<file path="config.mk">
export PLATFORM = sky130hd
export DESIGN_NAME = button_event_source
export DESIGN_NICKNAME = d
export VERILOG_FILES = /design/src/rtl/chess_pkg.sv /design/src/rtl/button_debounce.sv /design/src/rtl/button_event_source.sv
export SDC_FILE = /design/constraint.sdc
export NUM_CORES = 1
export LEC_CHECK = 0
export CORE_MARGIN = 5
export CORE_UTILIZATION = 55
export CTS_CLUSTER_DIAMETER = 100
export DETAILED_ROUTE_END_ITERATION = 10
export DONT_BUFFER_PORTS = 1
export MAX_ROUTING_LAYER = met4
export PLACE_DENSITY = 0.79
export SETUP_SLACK_MARGIN = 0.15
export SLEW_MARGIN = 0
export SYNTH_ARGS = -nofsm -noshare
export SYNTH_HDL_FRONTEND = slang
export SYNTH_SLANG_ARGS = --single-unit
</file>
<file path="constraint.sdc">
create_clock -name clk -period 3.71 [get_ports clk]
set_input_delay 0.371 -clock clk [delete_from_list [all_inputs] [get_ports clk]]
set_output_delay 0.371 -clock clk [all_outputs]
set_load 0.005 [all_outputs]
</file>
<file path="src/rtl/chess_pkg.sv">
// Shared chess-board package: button event codes and button indices used by
// the input front-end and the board logic.
package chess_pkg;

  typedef enum logic [2:0] {
    EVT_NONE   = 3'd0,
    EVT_UP     = 3'd1,
    EVT_DOWN   = 3'd2,
    EVT_LEFT   = 3'd3,
    EVT_RIGHT  = 3'd4,
    EVT_CENTER = 3'd5
  } evt_code_e;

  localparam int unsigned EVT_W      = 3;
  localparam int unsigned NUM_BTN    = 5;
  localparam int unsigned BTN_UP     = 0;
  localparam int unsigned BTN_DOWN   = 1;
  localparam int unsigned BTN_LEFT   = 2;
  localparam int unsigned BTN_RIGHT  = 3;
  localparam int unsigned BTN_CENTER = 4;

  // Button index order matches event code order, offset by one.
  function automatic logic [EVT_W-1:0] btn_code(input logic [EVT_W-1:0] idx);
    return idx + 3'd1;
  endfunction

endpackage

</file>
<file path="src/rtl/button_debounce.sv">
// Per-button front end: 2-flop synchronizer, stability counter, debounced
// level and a one-cycle rise pulse for each debounced press.
module button_debounce #(
  parameter int unsigned DEBOUNCE_CYCLES = 250000
) (
  input  logic clk,
  input  logic reset,
  input  logic btn,
  output logic level,
  output logic rise
);

  localparam int unsigned CW = (DEBOUNCE_CYCLES > 1) ? $clog2(DEBOUNCE_CYCLES) : 1;

  logic          s1;
  logic          s2;
  logic          level_q;
  logic [CW-1:0] cnt;

  always_ff @(posedge clk or posedge reset) begin
    if (reset) begin
      s1      <= 1'b0;
      s2      <= 1'b0;
      level   <= 1'b0;
      level_q <= 1'b0;
      rise    <= 1'b0;
      cnt     <= '0;
    end else begin
      s1      <= btn;
      s2      <= s1;
      level_q <= level;
      rise    <= level & ~level_q;
      // Counter only runs while the synchronized input disagrees with the level.
      if (s2 == level) begin
        cnt <= '0;
      end else if (cnt == CW'(DEBOUNCE_CYCLES - 1)) begin
        level <= ~level;
        cnt   <= '0;
      end else begin
        cnt <= cnt + CW'(1);
      end
    end
  end

endmodule

</file>
<file path="src/rtl/button_event_source.sv">
// Five-button event source: debounce, pending flags, priority arbiter and an
// event FIFO. Define BUTTON_AUTO_REPEAT_EN to add direction auto-repeat.
module button_event_source
  import chess_pkg::*;
#(
  parameter int unsigned DEBOUNCE_CYCLES = 250000,
  parameter int unsigned REPEAT_DELAY    = 12500000,
  parameter int unsigned REPEAT_PERIOD   = 3750000,
  parameter int unsigned FIFO_DEPTH      = 4
) (
  input  logic             clk,
  input  logic             reset,
  input  logic             BTNU,
  input  logic             BTND,
  input  logic             BTNL,
  input  logic             BTNR,
  input  logic             BTNC,
  output logic             evt_valid,
  output logic [EVT_W-1:0] evt_code,
  input  logic             evt_ready,
  output logic             evt_overflow
);

  localparam int unsigned AW = $clog2(FIFO_DEPTH);
  localparam int unsigned PW = AW + 1;

  logic [NUM_BTN-1:0] raw;
  logic [NUM_BTN-1:0] level;
  logic [NUM_BTN-1:0] rise;
  logic [NUM_BTN-1:0] rep;
  logic [NUM_BTN-1:0] pending;
  logic [NUM_BTN-1:0] clr;
  logic               sel_vld;
  logic [EVT_W-1:0]   sel_idx;
  logic               full;
  logic               push;
  logic               pop;
  logic               drop;
  logic [PW-1:0]      wptr;
  logic [PW-1:0]      rptr;
  logic [EVT_W-1:0]   mem [FIFO_DEPTH];

  assign raw = {BTNC, BTNR, BTNL, BTND, BTNU};

  for (genvar i = 0; i < NUM_BTN; i++) begin : g_db
    button_debounce #(.DEBOUNCE_CYCLES(DEBOUNCE_CYCLES)) u_db (
      .clk   (clk),
      .reset (reset),
      .btn   (raw[i]),
      .level (level[i]),
      .rise  (rise[i])
    );
  end

`ifdef BUTTON_AUTO_REPEAT_EN
  localparam int unsigned RMAX = (REPEAT_DELAY > REPEAT_PERIOD) ? REPEAT_DELAY : REPEAT_PERIOD;
  localparam int unsigned TW   = $clog2(RMAX + 1);

  logic [TW-1:0] rep_tmr [4];
  logic [3:0]    rep_first;

  // Repeat fires on the delay after the press, then on every period while held.
  always_comb begin
    rep = '0;
    for (int i = 0; i < 4; i++) begin
      rep[i] = level[i] && (rep_first[i] ? (rep_tmr[i] == TW'(REPEAT_DELAY - 1))
                                         : (rep_tmr[i] == TW'(REPEAT_PERIOD - 1)));
    end
  end

  always_ff @(posedge clk or posedge reset) begin
    if (reset) begin
      for (int i = 0; i < 4; i++) rep_tmr[i] <= '0;
      rep_first <= '1;
    end else begin
      for (int i = 0; i < 4; i++) begin
        if (rise[i] || !level[i]) begin
          rep_tmr[i]   <= '0;
          rep_first[i] <= 1'b1;
        end else if (rep[i]) begin
          rep_tmr[i]   <= '0;
          rep_first[i] <= 1'b0;
        end else begin
          rep_tmr[i] <= rep_tmr[i] + TW'(1);
        end
      end
    end
  end
`else
  logic unused_level;
  assign unused_level = ^level;
  assign rep = '0;
`endif

  // Fixed priority: CENTER, then UP, DOWN, LEFT, RIGHT.
  always_comb begin
    sel_vld = |pending;
    sel_idx = '0;
    for (int i = 3; i >= 0; i--) begin
      if (pending[i]) sel_idx = 3'(i);
    end
    if (pending[BTN_CENTER]) sel_idx = 3'(BTN_CENTER);
    clr = sel_vld ? (NUM_BTN'(1) << sel_idx) : '0;
  end

  assign full      = (wptr[AW] != rptr[AW]) && (wptr[AW-1:0] == rptr[AW-1:0]);
  assign evt_valid = (wptr != rptr);
  assign pop       = evt_valid && evt_ready;
  assign push      = sel_vld && (!full || pop);
  assign drop      = sel_vld && full && !pop;
  assign evt_code  = evt_valid ? mem[rptr[AW-1:0]] : EVT_NONE;

  always_ff @(posedge clk or posedge reset) begin
    if (reset) begin
      pending      <= '0;
      wptr         <= '0;
      rptr         <= '0;
      evt_overflow <= 1'b0;
    end else begin
      pending <= (pending & ~clr) | rise | rep;
      if (push) wptr <= wptr + PW'(1);
      if (pop)  rptr <= rptr + PW'(1);
      if (drop) evt_overflow <= 1'b1;
    end
  end

  always_ff @(posedge clk) begin
    if (push) mem[wptr[AW-1:0]] <= btn_code(sel_idx);
  end

endmodule

</file>
==> metrics.md, run 1 <==
| Metric | Value |
|---|---|
| RSZ-0062 raised after global routing | no |
| Root buffer cell | clkbuf_16 |
| DR WL/cell | 15.0 microns |
| Fillers | 833 |
| Layout cells sized above 1 | 0.113 |
| CTS Hold Buffers Added | 5 |
| CP max stage delay | 1000 ps |
| Setup crit end kind | flip-flop |
| Port bufs | 0 |
| WS Path Type | reg2reg |
| Relative slew slack | 0.199 |
| DRT iter0 DRCs | 340 |
| Setup-failing EPs final | 0 |
| Async SR Flop Fraction | 0.914 |
| Area Growth Syn to Fin | 13.1% |
| Post-synth EDFFs | 12 |
| Reg2reg path depth | 4 |
| Sequential share of the synthesized area | 0.550 |
| Worst Path Buf+Inv | 0 |
| Fmax | 0.419 GHz |
| Synth top area cells | dfrtp_1, xnor2_1, edfxtp_1 |
| VDD IR max | 0.000331 V |
| Startpoint types | flip-flop |
| WP data required | 3950 ps |
| First-pass GRT wire length | around 20,000 microns |
| Crit-path slowest cell | o31ai_2 |
| Pwr Density | 469 nW/um^2 |
| Die area | 14,000 sq um |
| Antenna diode count | 0 |
| CTS H-tree lvls | 4 |
| Lkg Pwr | approximately 3 nW |
| Clock Skew | 5.09 ps |
| Post-DP Area | between 6000 and 7000 sq um |
| Worst-path clk slew | 60 ps |
| Distinct cells, synth | 48 |
| Core area | 11,500 sq um |
| Tcrit/Tclk final | 0.643 |
| Final Critical Period | 2390 ps |
| Crit. path cell count | 4 |
| Placed cell count | a little over 700 |
| Crit path from | g_db[1].u_db.cnt[14] |
| Drt total wl | between 10,000 and 15,000 microns |
| Via count | 4,391 |
| Critical-path cell list | nand3_1, or4b_1, o31ai_2, nor2_1 |
| CTS tree | built |
| Hold Path Class | in2async |
| DRT Pass-1 Iters | 4 |
| CTS Buffer Depth | 2 |
| Final-stage net count | 628 |
| Finished Core Util | 0.635 |
| Slew Limit Fails | 0 |
| Die width | 118 microns |
| TritonCTS Buffers | 17 |
| Status | complete, no violations |
| Worst slew pin tran | between 1000 and 1500 ps |
| DRT antenna net count | 0 |
| Post-detail-place hpwl | 7430 microns |
| Row cnt | 39 |
| Worst path arrival time | around 2600 ps |
| Initial antenna violation count | 0 |
| Seq cells post-synth | 139 |
| Vias/cell | 5.76 |
| Skew-Pair Late Insertion Delay | 410 ps |
| Dominant cell type by area after synthesis | dfrtp_1 |
| Reg-to-reg critical path startpoint | g_db[1].u_db.cnt[14] |
| Syn nets | 611 |
| DRC violations left | 0 |
| Number of global-route vias before repair | about 4,200 |
| Final hold violations | 0 |
| Total grt overflow | 0 |
| Finished Cell Area | 7280 sq um |
| Setup TNS | 0 ps |
| Max_cap viols | 0 |
| Mapped Cells | 589 |
| Post CTS Setup Buffer Count | 0 |
| Total power draw | roughly 3.4 mW |
| Post-synthesis cell area | about 6400 sq um |
| Largest net degree at the start of global routing | 128 |
| Avg Cell Area, Syn | 10.9 sq um |
| Top_reg_cell synth | dfrtp_1 |
| Aggregate global-route resource usage | 0.179 |
| CTS resizes | 0 |
| RePlAce Congestion | 0.824 |
| Final std cells w/o fill | 762 |
| Clock sink count | about 140 |
| Top delay family on crit path | compound AO/OA/AOI/OAI gates |
| Synth warnings | 0 |
| Post-synth top area share | 0.494 |
| Starting Density | 0.561 |
| Die Y | 118 microns |
| Num ports | 13 |
| CP max FO | 17 |
## final timing paths
path	end	slack [ps]
max	g_db[1].u_db.cnt[16]	1320
min	g_db[0].u_db.cnt[8]	20
max reg2reg	g_db[1].u_db.cnt[16]	1320
min reg2reg	g_db[4].u_db.s2	350
max in group asynchronous	g_db[1].u_db.cnt[17]	3210
min in group clk	rptr[2]	140
## cell families after synthesis
group / after synthesis / share of synthesized area
xor gates and xnor gates: 78 / 0.106
adders and majority gates: 14 / 0.0272
DFF: 139 / 0.550
buffers and inverters: 36 / 0.0239
muxes: 9 / 0.0210
AOI/OAI and AO/OA: 41 / 0.0509
and+or+nand+nor: 272 / 0.221
## Yosys cell counts, types with 6 or more instances
master and n:
a21oi_1 14, dfrtp_1 127, edfxtp_1 12, ha_1 14, inv_1 25, mux2_2 6
nand2_1 28, nand3_1 31, nand4_1 23, nor2_1 89, nor2b_1 8, nor3_1 20
nor4_1 28, o21ai_0 6, xnor2_1 59, xor2_1 19
## layer usage
metal	share of wire	wire (microns)	vias to the layer above	global-route usage
met2	0.49	5570	93	0.271
li1	-	-	2114	-
met4	0.021	244	0	0.0710
met1	0.46	5240	2158	0.235
met5	0	0	-	-
met3	0.031	355	26	0.0415
## cells in the final DEF, fill, tap and decap left out, types with 4 or more instances in the layout
cell | netlist | layout
nand3_1 | 31 | 31
dlygate4sd3_1 | 0 | 5
nor4_1 | 28 | 28
nor2b_1 | 8 | 8
mux2_2 | 6 | 6
ha_1 | 14 | 14
a21oi_1 | 14 | 14
o31ai_1 | 4 | 4
nand2_1 | 28 | 28
o21ai_0 | 6 | 6
or3_1 | 5 | 5
xnor2_1 | 59 | 59
clkbuf_16 | 0 | 18
or2_2 | 4 | 4
dfrtp_1 | 127 | 127
a21o_1 | 5 | 5
xor2_1 | 19 | 19
clkinv_2 | 0 | 5
edfxtp_1 | 12 | 12
and2_1 | 4 | 4
or4_1 | 4 | 4
and3_1 | 5 | 5
nand4_1 | 23 | 23
nor3_1 | 20 | 20
nor2_1 | 89 | 89
inv_1 | 25 | 24
## stage by stage
step / worst slack, ps / hold WS [ps]
5_1_grt: 1130 / 65.4
4_1_cts: 1350 / 59.4
2_1_floorplan: 1770 / 331
3_5_place_dp: 1390 / 337
6_report: 1320 / 21.3
3_3_place_gp: 1510 / 337
## registers in the layout, summed over array words and instances (netlist names)
name and flops:
evt_overflow 1, g_db.u_db.cnt 90, g_db.u_db.level 5, g_db.u_db.level_q 5
g_db.u_db.rise 5, g_db.u_db.s1 5, g_db.u_db.s2 5, mem 12
pending 5, rptr 3, wptr 3
## where the power goes
group | internal [mW] | switching (mW) | total [mW]
logic | 0.0252 | 0.0542 | 0.0794
registers | 1.55 | 0.0172 | 1.57
clock network | 1.15 | 0.618 | 1.76
## cell type report
type                       count  area (sq um)  share of cell area
multi-input combinational    414          2740               0.377
clock inverter                11           139              0.0191
clock buffer                  21           492              0.0675
sequential                   139          3540               0.486
timing repair buffer           9          92.6              0.0127
inverter                      25          97.6              0.0134
tap                          143           179              0.0246
Note: power is estimated with default switching activity, not from simulation.
==> run 2: changes to the inputs <==
clock period = 2.15 ns   (was 3.71 ns; I/O delays follow)
==> run 2 against run 1 <==
Against the previous run: via count rose by 0.82%; utilization is 1.2 points higher; die area stayed put; sequential cell count did not move; routed wire length increased by 4.0%; non-clock buffer count is 14 higher; critical path type unchanged.
==> metrics.md, run 2 (synthesized netlist as in run 1, its figures left out) <==
| Metric | Value |
|---|---|
| Status | complete, no violations |
| Lkg Pwr | just over 3 nW |
| M3 GR Usage | 0.0540 |
| Area Growth Syn to Fin | 15.3% |
| WS Path Type | reg2reg |
| Clock sink count | approximately 140 |
| Int Pwr | 4.70 mW |
| Root buffer cell | clkbuf_16 |
| CP dominant cell by count | or4_4 |
| Setup TNS | 0 ps |
| Sw Pwr | about 1.2 mW |
| DR WL/cell | 15.3 microns |
| Die area | 14,000 sq um |
| GRT Max-Usage Layer | met2 |
| Row cnt | 39 |
| Worst Path Buf+Inv | 0 |
| Relative slew slack | 0.600 |
| WP data required | 2500 ps |
| Worst slew pin tran | approximately 600 ps |
| Port bufs | 0 |
| VDD IR max | 0.000549 V |
| Flip-flop count of the largest register after layout | 90 |
| Total grt overflow | 0 |
| Setup crit end kind | flip-flop |
| Crit-path slowest cell | or4_4 |
| Aggregate global-route resource usage | 0.185 |
| Clock Skew | ~6.3 ps |
| Hold Path Class | in2reg |
| Multi-input gate area | 2780 sq um |
| Pwr Density | around 800 nW/um^2 |
| CP max FO | 6 |
| TritonCTS Buffers | 17 |
| CP max stage delay | 600 ps |
| Top delay family on crit path | simple AND/OR/NAND/NOR gates |
| Core area | 11,500 sq um |
| Slew Limit Fails | 0 |
| Worst-path clk slew | approximately 50 ps |
| Layout cells sized above 1 | 0.133 |
| Fillers | 806 |
| Clock power frac | 0.511 |
| M1 GR Usage | 0.232 |
| Most frequent cells in the layout | dfrtp_1, nor2_1, xnor2_1 |
| RePlAce Congestion | 0.851 |
| CTS Buffer Depth | 2 |
| Commonest non-fill, non-tap cell in the layout | dfrtp_1 |
| Reg power frac | 0.462 |
| Via count | 4,427 |
| CTS H-tree lvls | 4 |
| Reg with most FFs | g_db.u_db.cnt |
| Largest net degree at the start of global routing | 55 |
| Starting Density | 0.561 |
| Finished Core Util | 0.647 |
| Post CTS Setup Buffer Count | 0 |
| Tcrit/Tclk final | 0.897 |
| Die Y | ~120 microns |
| Final hold violations | 0 |
| Fmax | 0.519 GHz |
| Vias/cell | 5.70 |
| M2 GR Usage | 0.284 |
| DRT antenna net count | 0 |
| DRT iter0 DRCs | 392 |
| Die width | 118 microns |
| Startpoint types | flip-flop |
| Sequential standard cell area | 3540 sq um |
| DRT Pass-1 Iters | 4 |
| Skew-Pair Late Insertion Delay | 420 ps |
| Comb pwr share | 0.027 |
| Critical-path cell list | nand4_2, or4_4, or4_4, a21oi_2 |
| Final-stage net count | 642 |
| Post-detail-place hpwl | approximately 8000 microns |
| Antenna diode count | 0 |
| First-pass GRT wire length | 20,900 microns |
| Initial antenna violation count | 0 |
| Setup-failing EPs final | 0 |
| Worst path arrival time | 2280 ps |
| Max_cap viols | 0 |
| DRC violations left | 0 |
| CTS tree | built |
| Final Critical Period | between 1500 and 2000 ps |
| Switching Share | 0.197 |
| RSZ-0062 raised after global routing | yes |
| Number of global-route vias before repair | about 4,600 |
| Num ports | 13 |
| Drt total wl | 11,900 microns |
-- run 2: path summary, 6_finish.rpt --
check / from / end / slack [ps] / cells after the start
max: g_db[2].u_db.cnt[7] / g_db[2].u_db.cnt[17] / 220 / 4
min: evt_ready / wptr[1] / 160 / 3
max reg2reg: g_db[2].u_db.cnt[7] / g_db[2].u_db.cnt[17] / 220 / 4
min reg2reg: g_db[2].u_db.s1 / g_db[2].u_db.s2 / 350 / 0
max in group asynchronous: reset / g_db[1].u_db.cnt[16] / 1140 / 3
min in group asynchronous: reset / g_db[4].u_db.cnt[8] / 350 / 2
-- run 2: stage by stage --
stage                     area (sq um)  cells  hold slack, ps  setup WS, ps  power (mW)
after global placement            6700    736             181           278        2.89
after CTS                         7380    775             138           208        5.92
final                             7420    776             160           223        5.86
after floorplan                   6440    589             246           241        2.85
after global routing              7420    776             180           123        6.07
after detailed placement          6700    736             195           225        2.90
-- run 2: tightest hold or removal path, stage by stage --
cell and delay, ps:
nand4b_1 160, nand3_1 90, o21ai_0 70
-- run 2: repair_timing --
item	in CTS	in global routing
setup endpoints to repair	0	18
hold buffers	7	0
gates resized for setup	0	9
endpoints found under the hold margin	31	0
-- run 2: layout make-up --
| type | count | share of cell area |
|---|---|---|
| Sequential cell | 139 | 0.477 |
| Clock buffer | 25 | 0.0681 |
| Timing Repair Buffer | 23 | 0.0290 |
| Inverter | 25 | 0.0131 |
| Tap cell | 143 | 0.0241 |
| Multi-Input combinational cell | 414 | 0.374 |
| Clock inverter | 7 | 0.0148 |
-- run 2: layer usage --
metal | part of all wire | wire length (microns)
met5 | 0 | 0
met4 | 0.020 | 242
met3 | 0.045 | 530
met2 | 0.49 | 5870
met1 | 0.44 | 5230
-- run 2: power by group through the flow --
stage	Clock, mW	Combinational [mW]	Sequential (mW)
floorplan	0	0.103	2.75
global route	3.17	0.183	2.71
detailed placement	0	0.145	2.76
global placement	0	0.139	2.75
finish	2.99	0.156	2.71
CTS	3.05	0.158	2.71
==> run 3: changes to the inputs <==
ABC_AREA = 1   (was unset)
==> run 3 against run 2 <==
Against the previous run: critical path depth rose by 2; final cell count rose by 35%; combinational power fell by 7%; largest power group unchanged; highest routed layer unchanged.
==> metrics.md, run 3 <==
| Metric | Value |
|---|---|
| Starting Density | 0.555 |
| Setup-failing EPs final | 0 |
| Wl on met1 | 5640 microns |
| Via count | 5,166 |
| Skew-Pair Late Insertion Delay | 420 ps |
| Worst slew pin tran | 727 ps |
| Syn nets | 860 |
| Top delay family on crit path | flip-flops |
| Mapped Cells | 838 |
| First-pass GRT wire length | 21,900 microns |
| Setup TNS | 0 ps |
| Post-detail-place hpwl | 8050 microns |
| Top_reg_cell synth | dfrtp_1 |
| Worst-path clk slew | 60 ps |
| WS Path Type | reg2out |
| Lkg Pwr | 3.50 nW |
| Tcrit/Tclk final | 0.830 |
| Area Growth Syn to Fin | 13.1% |
| RSZ-0062 raised after global routing | no |
| Largest net degree at the start of global routing | 128 |
| Max_cap viols | 0 |
| Root buffer cell | clkbuf_16 |
| Synth top area cells | dfrtp_1, nor2_1, nand2_1 |
| Aggregate global-route resource usage | 0.188 |
| Port bufs | 0 |
| Commonest non-fill, non-tap cell in the layout | nor2_1 |
| Antenna diode count | 0 |
| WP data required | 1930 ps |
| Vias/cell | ~4.9 |
| RePlAce Congestion | 0.899 |
| Startpoint types | flip-flop |
| Synth warnings | 0 |
| Die area | around 15,000 sq um |
| Final hold violations | 0 |
| Most frequent cells in the layout | nor2_1, nand2_1, dfrtp_1 |
| DRT antenna net count | 0 |
| Post-synth top area share | 0.460 |
| DR WL/cell | 11.6 microns |
| Die Y | 122 microns |
| Setup crit end kind | output pin |
| Crit-path slowest cell | dfrtp_1 |
| CTS Buffer Depth | 2 |
| Pre-CTS WS | 449 ps |
| DRC violations left | 0 |
| Worst path arrival time | 1570 ps |
| TritonCTS Buffers | 17 |
| Slew Limit Fails | 0 |
| Flip-flop count of the largest register after layout | 90 |
| Initial antenna violation count | 0 |
| Post-synthesis cell area | 6920 sq um |
| Routed met2 length | 5960 microns |
| Final Critical Period | 1780 ps |
| Total grt overflow | 0 |
| Distinct cells, synth | 37 |
| Post-synth top cells | nor2_1, nand2_1, dfrtp_1, inv_1, nand3_1 |
| Core area | 12,500 sq um |
| DRT iter0 DRCs | ~340 |
| Seq cells post-synth | 139 |
| Hold Path Class | in2reg |
| Sequential share of the synthesized area | 0.512 |
| Setup ws final | about 370 ps |
| Final-stage net count | 884 |
| Number of global-route vias before repair | just over 5,000 |
| Total power draw | just under 6 mW |
| Cell with the most instances after synthesis | nor2_1 |
| Dominant cell type by area after synthesis | dfrtp_1 |
| Fillers | 1,021 |
| Layout cells sized above 1 | 0.0971 |
| Worst Path Buf+Inv | 2 |
| Finished Core Util | 0.627 |
| Avg Cell Area, Syn | 8.25 sq um |
| CP max stage delay | about 430 ps |
| Async SR Flop Fraction | 0.914 |
| Pwr Density | 743 nW/um^2 |
| CTS tree | built |
| Status | complete, no violations |
| Wire length on met3 | 423 microns |
| Relative slew slack | 0.515 |
| Post-synth EDFFs | 12 |
| Num ports | 13 |
| Clock sink count | around 140 |
| CP max FO | 8 |
| Reg with most FFs | g_db.u_db.cnt |
| Drt total wl | 12,100 microns |
| CTS H-tree lvls | 4 |
| Top sig layer | met4 |
| Die width | 122 microns |
| Row cnt | between 40 and 50 |
| Critical-path cell list | inv_1, nand2_1, a21oi_4, nand2_2, nand2_1, inv_1 |
| Fmax | 0.561 GHz |
| DRT Pass-1 Iters | 5 |
| Clock Skew | 17.9 ps |
| VDD IR max | 0.000557 V |
## run 3: cell types whose count changed after synthesis, sizes merged, moves of 13 or more
cell   delta
nand2   +149
nor2    +127
inv      +85
xnor2    -52
nor4     -27
nand3    +15
nand4    -13
## run 3: power by group
group          total, mW  internal (mW)  switching, mW  leakage, nW
combinational      0.145         0.0402          0.105         1.33
clock               2.97           1.91           1.06        0.310
sequential          2.70           2.68         0.0220         1.85
## run 3: area by class of cell
cell class,count,area (sq um),area share
Sequential cell,139,3540,0.453
Clock buffer,20,467,0.0597
Multi-Input combinational cell,585,2940,0.376
Inverter,111,422,0.0539
Clock inverter,12,144,0.0184
Tap cell,172,215,0.0275
Timing Repair Buffer,8,90.1,0.0115
## run 3: through the flow
stage                     std cells  instance area (sq um)  hold slack, ps
final                          1047                   7820             116
after global routing           1047                   7820             118
after CTS                      1047                   7820            97.8
after detailed placement       1008                   7140             246
after global placement         1008                   7140             246
after floorplan                 838                   6920             246
## run 3: what timing repair did
item,4_1_cts,5_1_grt
endpoints found under the hold margin,135,0
resized for setup,0,1
setup buffers,0,0
hold buffers,7,0
endpoints found under the setup margin,0,1
## run 3: kinds of logic after synthesis
logic type | Yosys count | share of synthesized area
AOI/OAI and AO/OA | 45 | 0.0382
xor gates and xnor gates | 35 | 0.0443
adders and majority gates | 14 | 0.0253
buffers and inverters | 114 | 0.0628
DFF | 139 | 0.512
muxes | 3 | 0.00434
and+or+nand+nor | 488 | 0.313
## run 3: worst paths after layout
kind                                 start                   to  slack (ps)  cells after the start
max                                wptr[0]          evt_code[2]         370                      6
min in group asynchronous            reset  g_db[4].u_db.cnt[4]         400                      3
max reg2reg                        rptr[1]            mem[0][2]         540                      5
min reg2reg                g_db[2].u_db.s1      g_db[2].u_db.s2         340                      0
max in group asynchronous            reset  g_db[4].u_db.cnt[0]        1140                      3
min                              evt_ready              wptr[0]         120                      4
## run 3: worst min-delay path: cells and delay by family
family	cells	cell delay, ps
AND/OR/NAND/NOR	4	280
## run 3: metal layers
metal | vias to the layer above | track usage
met1 | 2399 | 0.232
met5 | - | -
met2 | 82 | 0.305
li1 | 2676 | -
met4 | 0 | 0.0567
met3 | 9 | 0.0529
